<file path="src/rtl/can_rec_bus_arbiter.sv">
// Round-robin arbiter granting one CAN receive bus at a time to the uplink path,
// with per-grant timeout, a masked pending-request latch and registered outputs.
module can_rec_bus_arbiter #(
  parameter logic [15:0] TIMEOUT_CYCLES = 16'd2000
) (
  input  logic        clk,
  input  logic        rst,
  input  logic [4:0]  n_buses,
  input  logic [31:0] irq_can_rec,
  input  logic        end_rec,
  output logic [4:0]  can_rec_select,
  output logic        start_rec,
  output logic        busy,
  output logic        timeout_err,
  output logic [31:0] pending
);

  typedef enum logic [1:0] {IDLE, GRANT, WAIT_END, RELEASE} state_t;

  state_t      state_q;
  logic [31:0] pending_q, pending_d;
  logic [31:0] req_mask;
  logic [31:0] grant_clr;
  logic [5:0]  pick_d;
  logic [4:0]  rr_ptr_q;
  logic [4:0]  sel_q;
  logic [15:0] cnt_q;
  logic        start_q, busy_q, terr_q;

  function automatic logic [31:0] bus_mask(input logic [4:0] n);
    logic [31:0] m;
    for (int i = 0; i < 32; i++) m[i] = (5'(i) <= n);
    return m;
  endfunction

  // Circular search from ptr; scanning offsets high-to-low lets the nearest hit win.
  function automatic logic [5:0] rr_pick(input logic [31:0] req, input logic [4:0] ptr);
    logic [5:0] r;
    logic [4:0] idx;
    r = '0;
    for (int i = 31; i >= 0; i--) begin
      idx = ptr + 5'(i);
      if (req[idx]) r = {1'b1, idx};
    end
    return r;
  endfunction

  always_comb begin
    req_mask  = bus_mask(n_buses);
    grant_clr = '0;
    if (state_q == GRANT) grant_clr[sel_q] = 1'b1;
    // A request arriving while its bit is being cleared re-queues the bus.
    pending_d = ((pending_q & ~grant_clr) | irq_can_rec) & req_mask;
    pick_d    = rr_pick(pending_q & req_mask, rr_ptr_q);
  end

  always_ff @(posedge clk or posedge rst) begin
    if (rst) begin
      state_q   <= IDLE;
      pending_q <= '0;
      rr_ptr_q  <= '0;
      sel_q     <= '0;
      cnt_q     <= '0;
      start_q   <= 1'b0;
      busy_q    <= 1'b0;
      terr_q    <= 1'b0;
    end else begin
      pending_q <= pending_d;
      start_q   <= 1'b0;
      terr_q    <= 1'b0;
      case (state_q)
        IDLE: begin
          if (pick_d[5]) begin
            sel_q   <= pick_d[4:0];
            busy_q  <= 1'b1;
            state_q <= GRANT;
          end
        end
        GRANT: begin
          start_q <= 1'b1;
          cnt_q   <= '0;
          state_q <= WAIT_END;
        end
        WAIT_END: begin
          cnt_q <= cnt_q + 16'd1;
          // end_rec beats a timeout landing on the same cycle.
          if (end_rec) begin
            state_q <= RELEASE;
          end else if (cnt_q == TIMEOUT_CYCLES - 16'd1) begin
            terr_q  <= 1'b1;
            state_q <= RELEASE;
          end
        end
        RELEASE: begin
          rr_ptr_q <= (sel_q >= n_buses) ? 5'd0 : sel_q + 5'd1;
          busy_q   <= 1'b0;
          state_q  <= IDLE;
        end
        default: state_q <= IDLE;
      endcase
    end
  end

  assign can_rec_select = sel_q;
  assign start_rec      = start_q;
  assign busy           = busy_q;
  assign timeout_err    = terr_q;
  assign pending        = pending_q;

endmodule
</file>
<file path="config.mk">
export PLATFORM = sky130hd
export DESIGN_NAME = can_rec_bus_arbiter
export DESIGN_NICKNAME = d
export VERILOG_FILES = /design/src/rtl/can_rec_bus_arbiter.sv
export SDC_FILE = /design/constraint.sdc
export NUM_CORES = 1
export LEC_CHECK = 0
export ABC_AREA = 1
export BUFFER_PORTS_ARGS = -buffer_cell sky130_fd_sc_hd__buf_2
export CORE_ASPECT_RATIO = 1.75
export CORE_MARGIN = 5
export CORE_UTILIZATION = 40
export DETAILED_ROUTE_END_ITERATION = 12
export GPL_TIMING_DRIVEN = 0
export HOLD_SLACK_MARGIN = 0.05
export SYNTH_ARGS = -nofsm -noshare
export SYNTH_HDL_FRONTEND = slang
export SYNTH_SLANG_ARGS = --single-unit
</file>
<file path="constraint.sdc">
create_clock -name clk -period 5.4 [get_ports clk]
set_clock_uncertainty 0.1 [all_clocks]
set_input_delay 0.54 -clock clk [delete_from_list [all_inputs] [get_ports clk]]
set_output_delay 0.54 -clock clk [all_outputs]
set_load 0.02 [all_outputs]
</file>
==> run summary, run 1 <==
Minimum clock period: 5020 ps
Syn. warnings: 0
Routed len/inst: 20.7 um
Max-cap viol count: 0
GRT met2 Usage: 0.544
Main flop type after synthesis: dfrtp_1
EDFF count, synth: 0
Root Buffer: clkbuf_16
Worst Hold Class: in -> async
CP Capture Type: register
Worst r2r path cells: 38
Seq/Total Area, Yosys: 0.207
M3 GR Usage: 0.0373
CP peak stage delay: 500 ps
Ports: 80
Die span in x: 114 um
Grt total ovfl: 0
Die Ht: 192 um
HPWL after DPL: 27,800 um
Synthesized netlist cell count: 1,298
DRC viols: 0
Critical-path maximum fanout: 13
Net Count, Synth: 1,364
Mapped cell area: 0.00760 sq mm
H-tree lvl count: 3
TritonCTS Buffers: 9
Dpl cell area: 0.00831 sq mm
Number of global-route vias before repair: 9,121
Final hold violation count: 0
Via Count: 9,386
Outcome: completed
RSZ-0062 raised after global routing: false
Final critical-path setup slack: 384 ps
Initial Utilization: 0.407
Final wirelength: 33,900 um
Inst Count DP: 1,615
RePlAce Congestion: 1.07
Worst flop-to-flop path startpoint: rr_ptr_q[1]
Initial antenna violation count: 0
Period utilization: 0.929
Worst endpoint required time: 5530 ps
CP startpoint kind: register
Max Clock Freq: 199 MHz
Most Crowded Layer GR: met2
Fill cells: 2,077
Multi-input gate area: 0.00529 sq mm
Syn avg cell area: 5.86 sq um
Post-route cell area: 0.00879 sq mm
Later-pin clock latency in the skew report: 340 ps
Number of diodes: 0
Final std cells w/o fill: 1,635
CP Buf/Inv Count: 5
Distinct cell type count after synthesis: 49
Layout cells sized above 1: 0.142
Sequential standard cell area: 0.00158 sq mm
DRT Pass-1 Iters: 5
Starting DRT DRC Count: 775
Port Buffers: 78
Family with the most delay on the worst path: simple AND/OR/NAND/NOR gates
Slowest CP cell: o21ai_1
Synth-to-Final Area Change: 15.6%
Pin count of the biggest net entering global routing: 43
Post-DRT Antenna Nets: 0
Clk sinks: 63
Die area: 0.0220 sq mm
Nets: 1,459
Row count: 66
First-pass GRT wire length: 51,300 um
# hold bufs at CTS: 0
Rel. slew slack: 0.404
CTS tree: yes
Via-to-Cell Ratio: 5.74
Crit path kind: reg -> reg
Top cell by count, worst path: nand2_1
Clock transition at path regs: 50 ps
Core Area: 0.0187 sq mm
Final Max Tran Viols: 0
Flop-to-flop setup slack: 380 ps
Share of flip-flops with an asynchronous set or reset: 1.00
Setup violations, final: 0
GRT Overall Usage: 0.309
Setup WS pre-CTS: -1440 ps
Clk buf depth: 2
Worst slew pin tran: 895 ps
Met1 Usage GRT: 0.312
Worst path arrival time: 5140 ps
R2R Path End: can_rec_select[3]
Synth Register Bits: 63
Worst hold slack: 134 ps
==> per-layer routing <==
metal | up-vias | share of wire | wire length (um)
met5 | - | 0 | 0
met4 | 0 | 0.11 | 3690
met3 | 158 | 0.048 | 1630
met2 | 389 | 0.50 | 16900
met1 | 4289 | 0.35 | 11700
li1 | 4550 | - | -
==> cell families (layout without fill, tap and decap cells) <==
group,after synthesis,count (layout),synth area share
buf+inv,185,284,0.108
flops,63,63,0.207
xor+xnor,12,12,0.0138
fa+ha+maj,26,26,0.0428
simple gates,762,762,0.448
compound gates,250,250,0.180
==> per-stage QoR <==
stage | utilization | TNS, ps
finish | 0.471 | 0
global route | 0.471 | 0
CTS | 0.467 | 0
detailed placement | 0.445 | -9770
global placement | 0.444 | -10650
floorplan | - | 0
==> synth_stat cells, types with 14 or more instances <==
| cell | count | area, sq um |
|---|---|---|
| nor3_1 | 15 | 75.1 |
| o21ai_0 | 63 | 315 |
| nand3_1 | 209 | 1050 |
| nand2_2 | 14 | 87.6 |
| inv_1 | 127 | 477 |
| clkbuf_1 | 18 | 67.6 |
| ha_1 | 26 | 325 |
| nand2_1 | 368 | 1380 |
| dfrtp_1 | 63 | 1580 |
| a21oi_1 | 125 | 626 |
| nor2_1 | 89 | 334 |
| nand4_1 | 24 | 150 |
==> worst max path at each step <==
stage | cells after the start | to | slack [ps] | from
finish | 38 | can_rec_select[3] | 380 | rr_ptr_q[1]
global route | 47 | can_rec_select[4] | 3 | rr_ptr_q[1]
CTS | 49 | can_rec_select[4] | 110 | rr_ptr_q[0]
detailed placement | 41 | can_rec_select[3] | -1440 | rr_ptr_q[1]
global placement | 41 | can_rec_select[3] | -1510 | rr_ptr_q[1]
floorplan | 52 | can_rec_select[3] | 700 | rr_ptr_q[0]
==> registers in the layout, indices dropped and copies added, names as in the netlist <==
signal,count
busy,1
can_rec_select,5
cnt_q,16
pending,32
rr_ptr_q,5
start_rec,1
state_q,2
timeout_err,1
==> layout by cell type (no fill, tap or decap), types with 12 or more instances in the layout <==
cell type / netlist / routed
nand2_1: 368 / 368
nor2_1: 89 / 89
dfrtp_1: 63 / 63
buf_4: 3 / 13
a21oi_1: 125 / 125
nor3_1: 15 / 15
buf_2: 6 / 81
ha_1: 26 / 25
o21ai_0: 63 / 60
inv_2: 9 / 12
nand4_1: 24 / 24
inv_1: 127 / 123
a31oi_1: 13 / 12
nand2_2: 14 / 14
nand3_1: 209 / 209
o21ai_1: 13 / 16
==> final cells by class <==
cell class | instances | area share
Inverter | 140 | 0.0605
Clock buffer | 12 | 0.0292
Timing Repair Buffer | 87 | 0.0535
Sequential cell | 63 | 0.179
Buffer | 42 | 0.0377
Clock inverter | 3 | 0.00484
Multi-Input combinational cell | 1050 | 0.601
Tap cell | 238 | 0.0339
==> what timing repair did <==
item,CTS,global route
buffers inserted,1,7
gates resized for setup,28,15
pin swaps,0,2
setup endpoints to repair,8,6
Power of run 1 is not shown: default switching activity piles up to over one toggle a cycle in this logic, so the estimate is an artifact.
==> run 2, diff against run 1 <==
--- a/config.mk
+++ b/config.mk
@@ -10,7 +10,9 @@
 export CORE_ASPECT_RATIO = 1.75
 export CORE_MARGIN = 5
 export CORE_UTILIZATION = 40
+export CTS_CLUSTER_SIZE = 14
 export DETAILED_ROUTE_END_ITERATION = 12
+export GPL_ROUTABILITY_DRIVEN = 0
 export GPL_TIMING_DRIVEN = 0
 export HOLD_SLACK_MARGIN = 0.05
 export SYNTH_ARGS = -nofsm -noshare
==> constraint.sdc (replaced) <==
create_clock -name clk -period 6.5 [get_ports clk]
set_clock_uncertainty 0.1 [all_clocks]
set_input_delay 0.65 -clock clk [delete_from_list [all_inputs] [get_ports clk]]
set_output_delay 0.65 -clock clk [all_outputs]
set_load 0.02 [all_outputs]
==> run 2 against run 1 <==
Net effect: global-route usage shrank 2.0 points; worst setup slack gained 93 ps; sequential cell count is the same; first-iteration DRC count shrank 4.9%; via count shrank 1.5%; register-to-register slack gained 90 ps; die area is the same; clock-buffer cell count shrank 1; cell count shrank 0.31%; fmax shrank 17%; wire length shrank 7.7%; critical path type unchanged; largest cell class unchanged.
==> run summary, run 2 (synthesis gave the netlist of run 1 again) <==
Worst path arrival time: 6190 ps
First-pass GRT wire length: 48,700 um
H-tree lvl count: 3
Routed len/inst: 19.2 um
Period utilization: 0.927
Via Count: 9,248
Grt total ovfl: 0
Max reg flops: 32
CP Capture Type: register
Met1 Usage GRT: 0.301
Crit path kind: reg -> reg
Via-to-Cell Ratio: 5.67
Setup TNS: 0 ps
Starting DRT DRC Count: 737
Top cell by count, worst path: nand2_1
Row count: 66
Worst Hold Class: in -> async
CP peak stage delay: 620 ps
Outcome: completed
DRT Pass-1 Iters: 6
Worst endpoint required time: 6670 ps
GRT Overall Usage: 0.288
Setup violations, final: 0
Number of diodes: 0
Max Clock Freq: 166 MHz
Number of global-route vias before repair: 9,110
Ports: 80
Worst hold slack: 258 ps
Slowest CP cell: xor2_1
Later-pin clock latency in the skew report: 340 ps
Port Buffers: 78
Layout cells sized above 1: 0.129
TritonCTS Buffers: 9
Most frequent cells in the layout: 368 x nand2_1, 209 x nand3_1, 126 x inv_1, 125 x a21oi_1, 89 x nor2_1
Die span in x: 114 um
CP startpoint kind: register
Worst slew pin tran: 998 ps
Final Max Tran Viols: 0
Synth-to-Final Area Change: 12.8%
GRT met2 Usage: 0.517
Postcts setup bufs: 0
Post-DRT Antenna Nets: 0
Clock transition at path regs: 60 ps
Final wirelength: 31,300 um
Clk buf depth: 2
Root Buffer: clkbuf_16
HPWL after DPL: 25,600 um
Clk sinks: 63
RSZ-0062 raised after global routing: false
Most common cell after layout, fill and taps aside: nand2_1
Critical-path maximum fanout: 13
Nets: 1,454
Most Crowded Layer GR: met2
Rel. slew slack: 0.332
Initial Utilization: 0.407
Pin count of the biggest net entering global routing: 42
Minimum clock period: 6020 ps
Final hold violation count: 0
M3 GR Usage: 0.0320
Die area: 0.0220 sq mm
Core Area: 0.0187 sq mm
Max-cap viol count: 0
DRC viols: 0
CTS tree: yes
Initial antenna violation count: 0
Die Ht: 192 um
## run 2: critical path: cells and delay by family (launching register included)
kind                     cells  cell delay [ps]
buffers and inverters        5             1780
XOR/XNOR                     1              620
AND/OR/NAND/NOR             41             2810
adder cells (fa/ha/maj)      1              220
flip-flops                   1              420
## run 2: per-layer routing
layer	vias up	wire length [um]
li1	4539	-
met4	0	2850
met3	144	1710
met5	-	0
met1	4150	11200
met2	415	15500
## run 2: area by class of cell
cell class	count	area [sq um]
Sequential cell	63	1580
Inverter	140	528
Fill cell	2132	10100
Clock inverter	4	23.8
Timing Repair Buffer	79	410
Multi-Input combinational cell	1050	5210
Buffer	45	298
Tap cell	238	298
Clock buffer	11	233
## run 2: stage by stage
stage,area [sq um],utilization,setup slack (ps),instances
after floorplan,7600,-,1800,1298
final,8570,0.459,477,1630
after detailed placement,8310,0.445,211,1615
after global placement,8290,0.444,191,1614
after CTS,8570,0.459,190,1630
after global routing,8570,0.459,75.9,1630
## run 2: what timing repair did
| action | CTS | global route |
|---|---|---|
| endpoints found under the hold margin | 0 | 0 |
| endpoints found under the setup margin | 0 | 8 |
| gates resized for setup | 0 | 10 |
| hold buffers | 0 | 0 |
## run 2: worst paths after layout
path                        startpoint                end  slack [ps]  cells past startpoint
max                        rr_ptr_q[1]  can_rec_select[4]         480                     48
min                                rst        pending[16]         260                      2
max reg2reg                rr_ptr_q[1]  can_rec_select[4]         480                     48
min reg2reg                       busy               busy         410                      2
max in group asynchronous          rst        rr_ptr_q[2]        5410                      3
min in group clk               end_rec        timeout_err         380                      2
Power of run 2 is left out for the same reason.
==> run 3, diff against run 2 <==
--- a/config.mk
+++ b/config.mk
@@ -7,10 +7,9 @@
 export LEC_CHECK = 0
 export ABC_AREA = 1
 export BUFFER_PORTS_ARGS = -buffer_cell sky130_fd_sc_hd__buf_2
-export CORE_ASPECT_RATIO = 1.75
+export CORE_ASPECT_RATIO = 1.25
 export CORE_MARGIN = 5
 export CORE_UTILIZATION = 40
-export CTS_CLUSTER_SIZE = 14
 export DETAILED_ROUTE_END_ITERATION = 12
 export GPL_ROUTABILITY_DRIVEN = 0
 export GPL_TIMING_DRIVEN = 0
==> run 3 against run 2 <==
Net effect: worst setup slack better by 340 ps; core utilization is 0.15 points lower; register-to-register slack better by 340 ps; wire length is 4.5% lower; fmax is 6.0% higher; critical path type unchanged; non-clock buffer count is 2 lower; largest cell class unchanged.
==> run summary, run 3 (synthesis gave the netlist of run 1 again) <==
Worst endpoint required time: 6620 ps
Root Buffer: clkbuf_16
Ports: 80
Worst Hold Class: in -> async
Final wirelength: 29,900 um
Top cell by count, worst path: nand2_1
CP startpoint kind: register
Pin count of the biggest net entering global routing: 33
Number of global-route vias before repair: 8,670
DRC viols: 0
Initial antenna violation count: 0
Routed len/inst: 18.4 um
TritonCTS Buffers: 9
# hold bufs at CTS: 0
Row count: 56
CTS tree: yes
Final hold violation count: 0
Post-DRT Antenna Nets: 0
GRT Overall Usage: 0.274
Via Count: 9,251
Max-cap viol count: 0
Via-to-Cell Ratio: 5.70
Die span in x: 133 um
RSZ-0062 raised after global routing: false
CP peak stage delay: 570 ps
Die area: 0.0219 sq mm
Synth-to-Final Area Change: 12.7%
Worst path arrival time: 5810 ps
H-tree lvl count: 3
Critical-path maximum fanout: 13
Post-CTS Resized: 0
Starting DRT DRC Count: 993
Layout cells sized above 1: 0.129
Clk buf depth: 2
Port Buffers: 78
HPWL after DPL: 24,000 um
Initial Utilization: 0.407
Core Area: 0.0187 sq mm
Rel. slew slack: 0.390
Worst slew pin tran: 912 ps
Period utilization: 0.874
Minimum clock period: 5680 ps
Max reg flops: 32
Grt total ovfl: 0
Most frequent cells in the layout: 368 x nand2_1, 209 x nand3_1, 126 x inv_1, 125 x a21oi_1, 89 x nor2_1
Postcts setup bufs: 0
Setup violations, final: 0
Outcome: completed
First-pass GRT wire length: 47,100 um
Later-pin clock latency in the skew report: 340 ps
DRT Pass-1 Iters: 7
Clock transition at path regs: 60 ps
Setup TNS: 0 ps
Nets: 1,452
Crit path kind: reg -> reg
Final Max Tran Viols: 0
Most common cell after layout, fill and taps aside: nand2_1
CP Capture Type: register
Clk sinks: 63
Die Ht: 164 um
Number of diodes: 0
Slowest CP cell: o21ai_0
Max Clock Freq: 176 MHz
## run 3: cell types whose count changed in the layout (fill, tap and decap cells not counted), sizes merged
cell / change
clkbuf: -3
clkinv: -1
buf: +1
clkinvlp: +1
## run 3: stage by stage
step                      setup slack (ps)  instance area, sq um  std cells   util  hold slack (ps)
after detailed placement               266                  8310       1609  0.444              393
after global routing                   244                  8570       1622  0.458              383
after CTS                              233                  8570       1624  0.458              341
after global placement                 243                  8290       1608  0.443              390
final                                  818                  8570       1622  0.458              316
after floorplan                       1800                  7600       1298      -              368
## run 3: area by class of cell
class                   count  area, sq um
well taps                 232          290
inverters                 140          528
repair buffers             79          410
clock inverters             4         22.5
plain buffers              43          289
flip-flops and latches     63         1580
fillers                  2101        10100
clock buffers              11          243
multi-input cells        1050         5210
## run 3: final timing paths
kind | slack, ps | startpoint | cells after the start | end
worst max-delay path | 820 | rr_ptr_q[1] | 40 | can_rec_select[3]
worst min-delay path | 320 | rst | 2 | can_rec_select[2]
worst max register to register | 820 | rr_ptr_q[1] | 40 | can_rec_select[3]
worst min register to register | 400 | cnt_q[0] | 1 | cnt_q[0]
max in group asynchronous | 5360 | rst | 3 | pending[23]
min in group clk | 380 | end_rec | 2 | timeout_err
## run 3: critical path, delay by kind of cell, from the launching register on
| family | cells | cell delay, ps |
|---|---|---|
| simple gates | 30 | 1980 |
| buf+inv | 7 | 2030 |
| flops | 1 | 410 |
| compound gates | 2 | 720 |
| fa+ha+maj | 1 | 310 |
## run 3: routing by layer
| metal | global-route usage | vias to the layer above | part of all wire |
|---|---|---|---|
| met5 | 0 | - | 0 |
| met4 | 0.119 | 0 | 0.049 |
| met3 | 0.0355 | 80 | 0.076 |
| met2 | 0.460 | 442 | 0.46 |
| met1 | 0.354 | 4200 | 0.42 |
| li1 | - | 4529 | - |
Power of run 3 is left out for the same reason.
